===== src/rtl/wbgpio_arbiter.sv =====
// Two-master round-robin arbiter sharing one pipelined Wishbone slave (GPIO port).
// Optional grant watchdog is enabled by defining WBGPIO_ARB_TIMEOUT_EN.
module wbgpio_arbiter #(
  parameter int unsigned DW      = 32,
  parameter int unsigned TIMEOUT = 255
) (
  input  logic          i_clk,
  input  logic          i_reset_n,
  // master A (CPU)
  input  logic          i_a_cyc,
  input  logic          i_a_stb,
  input  logic          i_a_we,
  input  logic [DW-1:0] i_a_data,
  output logic          o_a_stall,
  output logic          o_a_ack,
  output logic          o_a_err,
  output logic [DW-1:0] o_a_data,
  // master B (debug)
  input  logic          i_b_cyc,
  input  logic          i_b_stb,
  input  logic          i_b_we,
  input  logic [DW-1:0] i_b_data,
  output logic          o_b_stall,
  output logic          o_b_ack,
  output logic          o_b_err,
  output logic [DW-1:0] o_b_data,
  // slave
  output logic          o_s_cyc,
  output logic          o_s_stb,
  output logic          o_s_we,
  output logic [DW-1:0] o_s_data,
  input  logic [DW-1:0] i_s_data,
  input  logic          i_s_ack,
  input  logic          i_s_stall
);

  typedef enum logic [1:0] {StIdle, StGntA, StGntB} state_e;

  state_e state_q, state_d;
  logic   last_b_q, last_b_d;  // set when B was the last master served
  logic   req_a, req_b;
  logic   tmo_a, tmo_b;

`ifdef WBGPIO_ARB_TIMEOUT_EN
  localparam int unsigned CW = $clog2(TIMEOUT + 1);

  logic [CW-1:0] cnt_q, cnt_d;
  logic          lock_a_q, lock_a_d, lock_b_q, lock_b_d;
  logic          tmo;

  assign tmo   = (state_q != StIdle) && (cnt_q == CW'(TIMEOUT));
  assign tmo_a = tmo && (state_q == StGntA);
  assign tmo_b = tmo && (state_q == StGntB);
  // A timed-out master stays locked out until it drops cyc for a cycle.
  assign req_a = i_a_cyc & ~lock_a_q;
  assign req_b = i_b_cyc & ~lock_b_q;

  always_comb begin
    cnt_d    = cnt_q;
    lock_a_d = tmo_a | (lock_a_q & i_a_cyc);
    lock_b_d = tmo_b | (lock_b_q & i_b_cyc);
    if ((state_d != state_q) || i_s_ack) begin
      cnt_d = '0;
    end else if ((state_q == StGntA && i_a_cyc) || (state_q == StGntB && i_b_cyc)) begin
      cnt_d = cnt_q + 1'b1;
    end
  end

  always_ff @(posedge i_clk or negedge i_reset_n) begin
    if (!i_reset_n) begin
      cnt_q    <= '0;
      lock_a_q <= 1'b0;
      lock_b_q <= 1'b0;
    end else begin
      cnt_q    <= cnt_d;
      lock_a_q <= lock_a_d;
      lock_b_q <= lock_b_d;
    end
  end
`else
  logic unused_timeout;

  assign unused_timeout = ^TIMEOUT;
  assign tmo_a          = 1'b0;
  assign tmo_b          = 1'b0;
  assign req_a          = i_a_cyc;
  assign req_b          = i_b_cyc;
`endif

  always_comb begin
    state_d  = state_q;
    last_b_d = last_b_q;
    unique case (state_q)
      StIdle: begin
        if (req_a && req_b) begin
          state_d = last_b_q ? StGntA : StGntB;
        end else if (req_a) begin
          state_d = StGntA;
        end else if (req_b) begin
          state_d = StGntB;
        end
      end
      StGntA: begin
        if (tmo_a) begin
          state_d  = StIdle;
          last_b_d = 1'b0;
        end else if (!i_a_cyc) begin
          state_d  = req_b ? StGntB : StIdle;
          last_b_d = 1'b0;
        end
      end
      StGntB: begin
        if (tmo_b) begin
          state_d  = StIdle;
          last_b_d = 1'b1;
        end else if (!i_b_cyc) begin
          state_d  = req_a ? StGntA : StIdle;
          last_b_d = 1'b1;
        end
      end
      default: state_d = StIdle;
    endcase
  end

  always_ff @(posedge i_clk or negedge i_reset_n) begin
    if (!i_reset_n) begin
      state_q  <= StIdle;
      last_b_q <= 1'b1;
    end else begin
      state_q  <= state_d;
      last_b_q <= last_b_d;
    end
  end

  // Routing is a pure mux on the registered grant: zero latency on the return path.
  always_comb begin
    o_s_cyc   = 1'b0;
    o_s_stb   = 1'b0;
    o_s_we    = 1'b0;
    o_s_data  = '0;
    o_a_stall = 1'b1;
    o_a_ack   = 1'b0;
    o_b_stall = 1'b1;
    o_b_ack   = 1'b0;
    unique case (state_q)
      StGntA: begin
        o_s_cyc   = i_a_cyc;
        o_s_stb   = i_a_stb;
        o_s_we    = i_a_we;
        o_s_data  = i_a_data;
        o_a_stall = i_s_stall;
        o_a_ack   = i_s_ack;
      end
      StGntB: begin
        o_s_cyc   = i_b_cyc;
        o_s_stb   = i_b_stb;
        o_s_we    = i_b_we;
        o_s_data  = i_b_data;
        o_b_stall = i_s_stall;
        o_b_ack   = i_s_ack;
      end
      default: ;
    endcase
  end

  assign o_a_err  = tmo_a;
  assign o_b_err  = tmo_b;
  assign o_a_data = i_s_data;
  assign o_b_data = i_s_data;

endmodule


===== config.mk =====
export PLATFORM = sky130hd
export DESIGN_NAME = wbgpio_arbiter
export DESIGN_NICKNAME = d
export VERILOG_FILES = /design/src/rtl/wbgpio_arbiter.sv
export SDC_FILE = /design/constraint.sdc
export NUM_CORES = 1
export LEC_CHECK = 0
export CAP_MARGIN = 5
export CORE_AREA = 2 2 82 84
export CTS_BUF_LIST = sky130_fd_sc_hd__clkbuf_4
export DETAILED_ROUTE_END_ITERATION = 6
export DIE_AREA = 0 0 84 86
export PLACE_DENSITY = 0.8
export SYNTH_ARGS = -nofsm -noshare
export SYNTH_HDL_FRONTEND = slang
export SYNTH_SLANG_ARGS = --single-unit

===== constraint.sdc =====
create_clock -name i_clk -period 2.2 [get_ports i_clk]
set_clock_uncertainty 0.1 [all_clocks]
set_input_delay 0.33 -clock i_clk [delete_from_list [all_inputs] [get_ports i_clk]]
set_output_delay 0.33 -clock i_clk [all_outputs]
set_load 0.02 [all_outputs]

# Word-level counts from Yosys, hierarchy flattened
# Index checks and enable logic that the tools add are counted.
# W data, S select, Z words.
dict set report word_totals {
  register_bits 3
  input_bits 106
  output_inout_bits 105
  elab_cells 32
}
dict set report classes {
  n_eq_ne 5
  n_mux 20
  reduce_logical 5
}
# cell n
set op_table {}
lappend op_table {{$pmux W32 S2} 1}
lappend op_table {{$mux W2} 7}
lappend op_table {{$pmux W1 S2} 4}
lappend op_table {{$mux W1} 7}
lappend op_table {{$pmux W2 S3} 1}
lappend op_table {{$reduce_and A3 Y1} 2}
lappend op_table {{$ne A2 B2 Y1 const B} 2}
lappend op_table {{$ne A4 B4 Y1 const B} 1}
lappend op_table {{$eq A2 B1 Y1 const B} 1}
lappend op_table {{$eq A2 B2 Y1 const B} 1}
lappend op_table {{$logic_not A2 Y1} 1}
lappend op_table {{$reduce_bool A2 Y1} 1}
lappend op_table {{$logic_and A1 B1 Y1} 1}

# Depth between registers and ports, before layout
dict set report logic_depth {
  word_depth 4
  mapped_depth 6
}

# Worst setup path after synthesis
# Ideal clock, no wire load.
dict set report synth_timing {
  kind {register to output}
  start {register state_q[0]}
  end {output port o_s_data[0]}
  arrival_time_ns 1.368
  t_required_ns 1.770
  setup_slack_ns 0.402
  stages_incl_launch_ff 7
  path_buffers 2
  path_cell_list {dfrtp_1 -> inv_1 -> ha_1 -> buf_2 -> buf_2 -> a22oi_1 -> nor2b_1}
}
dict set report synth_between {
  elab_chain_cells 2
}
# item line
set synth_rtl {}
lappend synth_rtl {{from (decl)} 39} ;# state_e state_q, state_d;
lappend synth_rtl {{from (signal assigned)} 127} ;# state_q <= StIdle;
lappend synth_rtl {{from (signal assigned)} 130} ;# state_q <= state_d;
lappend synth_rtl {{$eq A2 B2 Y1 / $eq A2 B1 Y1 (equally long branches)} 145} ;# unique case (state_q)
lappend synth_rtl {{$pmux W32 S2 *} 145}
lappend synth_rtl {{to (decl)} 31} ;# output logic [DW-1:0] o_s_data,
# Mark *: on every way between the ends. The rest lies on a longest branch, timed or not.

# Worst setup path after layout
dict set report layout_timing {
  start {register state_q[1]}
  end {output port o_s_we}
}
dict set report layout_between {
  elab_chain_cells 2
}
# item line
set layout_rtl {}
lappend layout_rtl {{$eq A2 B2 Y1 / $eq A2 B1 Y1 (equally long branches)} 145}
lappend layout_rtl {{$pmux W1 S2 *} 145}
lappend layout_rtl {{to (decl)} 30} ;# output logic o_s_we,
# Marked as above.

==> out/metrics.cfg <==
[run_status]
outcome=finished clean

[clock_network]
clockBufferDepth=2
clkSlewWorstSetupHoldPaths_ns=0.04
cts.sinks=3
cts_htree_levels=1
cts_buffers=3
cts_tree=done
clock_latency_ns=0.24
cts-root-buf=clkbuf_4

[synth]
yosys.area_share.simple_pct=20.1
synth-xor-area-share_pct=0
synth.area.top_cells=buf_4 37%, a22oi_1 19%, nor2b_1 16%, ha_1 4.7%, dfrtp_1 3.8%
muxShareOfSynthArea_pct=0.756
async_reset_ff_share_pct=100
synth-compound-area-share_pct=25.6
synth.most_common_cell=buf_4
synth_top_family_by_area=buffers and inverters
synth-edff-count=0
synth_top_area_share_pct=37.4
yosysTopAreaCell=buf_4
syn_inst=176
yosysSeqAreaShare_pct=5.77
netlist_area_um2=1320
ys_ff_latch=3
synthAdderAreaFrac_pct=4.73
ys_types=22
synth_commonest_cells=66 x buf_4, 34 x a22oi_1, 34 x nor2b_1, 5 x buf_2, 5 x ha_1
synth.avg_cell_area_um2=7.52
yosys_most_used_dff=dfrtp_1
yosys_warnings=0

[power_and_ir_drop]
powerDensity_nw_per_um2=1090
total_power_mw=2.36
leakagePower_nw=0.882
ir_drop_v=0.000707

[global_routing]
grt_max_degree=20
met1_usage_pct=12.8
gr-total-overflow=0
grt_pass1_wl_um=7090
antenna_found_initial=0
grt_use_met3_pct=4.43
first_global_vias=1453
grt-busiest-layer=met2
grtUsageMet2_pct=21.1
grt_usage_pct=12.1

[setup_path]
cpPeakStageDelay_ns=0.37
slowest_stage=dfrtp_1
crit_buf_inv=4
endpoint_kind=output port
reg2reg_depth=7
crit_type=flop to output port
cp-start-kind=flop
cp_max_fo=8
worstSetupPathDepth=6
crit_arrival_ns=1.68
r2r_slack_ns=0.39
crit_required_ns=1.77
path_cells=inv_1 -> buf_4 -> ha_4 -> buf_6 -> nor2b_1 -> clkdlybuf4s15_2
cp_top_family=buffers and inverters

[drt]
vias=1400
routed_wl_um=4770
drt_iter0_drc=40
via_per_inst=4.43
drc=0
wire_per_inst_um=15.1
dr.pass1.iters=4
postRouteAntennaNets=0

[placed_design]
hpwl_um=3730
gp_congestion=0.735
place_area_um2=2170
placed_cells=309
io_buffers=112

[floorplanning]
die_y_um=86
io_pins=211
start_util_pct=21.1
row_count=29
core_area_um2=6280
die_w_um=84
die_area_um2=7220

[timing]
grt_setup_unrepaired=true
setup_viol=0
fin_crit_sh_pct=96.1
fmax_ghz=0.473
final_max_slew_viol_count=0
hold_viol=0
layout_min_cycle_time_ns=2.11

[finish]
final_area_um2=2160
drive_gt1_share_pct=31.4
finish.utilization_pct=34.4
final_cells=316
syn_to_final_growth_pct=62.9
antenna_cells=0
nNetsFinal=351

[run]
drv_cap=0

[hold_path]
min_path_type=input pin to asynchronous set/reset pin

[cells by family after synthesis]
| family | after synthesis |
|---|---|
| mux | 1 |
| buf+inv | 81 |
| fa+ha+maj | 5 |
| flops | 3 |
| compound gates | 43 |
| other cells | 1 |
| simple gates | 42 |
[power breakdown]
part / switching, mW / total, mW / internal [mW]
logic: 1.06 / 2.13 / 1.07
clock network: 0.0366 / 0.117 / 0.0808
registers: 0.0202 / 0.109 / 0.0892
[final timing paths]
path                         endpoint  startpoint
max                            o_s_we  state_q[1]
min                        state_q[0]   i_reset_n
max reg2reg                state_q[1]  state_q[0]
min reg2reg                  last_b_q    last_b_q
max in group asynchronous    last_b_q   i_reset_n
min in group i_clk           last_b_q    last_b_q
[repair_timing]
item / 4_1_cts / 5_1_grt
gates resized for setup: 119 / 29
cloned: 0 / 2
pin swaps: 0 / 0
hold buffers: 0 / 0
setup endpoints to repair: 38 / 35
endpoints found under the hold margin: 0 / 0
buffers inserted: 0 / 1
[placed cells by master (no fill, tap or decap), drive strengths merged]
cell type	netlist	final
and3b	1	1
ha	5	5
a22oi	34	34
dlygate4sd2	0	4
a21oi	3	3
and2	3	3
clkbuf	3	4
nor3b	1	1
nor2b	34	34
conb	1	2
dfstp	1	1
dfrtp	2	2
mux2i	1	1
o41ai	2	2
a221oi	1	1
o21ai	2	2
buf	74	49
a22o	1	1
inv	4	4
nand2b	3	3
clkdlybuf4s50	0	73
clkdlybuf4s15	0	9
[registers in the layout, summed over array words and instances, names as in the netlist]
| signal | cells |
|---|---|
| state_q | 2 |
| last_b_q | 1 |
[cell type report]
class	count	area [um2]
tap	77	96.3
timing repair buffer	135	1210
fill	648	4120
inverter	4	15.0
clock buffer	4	30.0
multi-input combinational	93	731
sequential	3	76.3
[per-layer routing]
metal  routed length [um]  vias to the layer above
met5                    0                        -
met4                  165                        0
met3                  511                       31
met2                 2280                       93
met1                 1810                      618
li1                     -                      658
[stage by stage]
step,hold WS [ns],worst slack (ns),TNS [ns]
5_1_grt,0.180,-0.00761,-0.00761
3_5_place_dp,0.432,-0.110,-2.27
4_1_cts,0.177,-0.0114,-0.0114
3_3_place_gp,0.423,-0.0899,-0.944
2_1_floorplan,-0.0656,0.402,0
6_report,0.177,0.0859,0
Note: power is estimated with default switching activity, not from simulation.
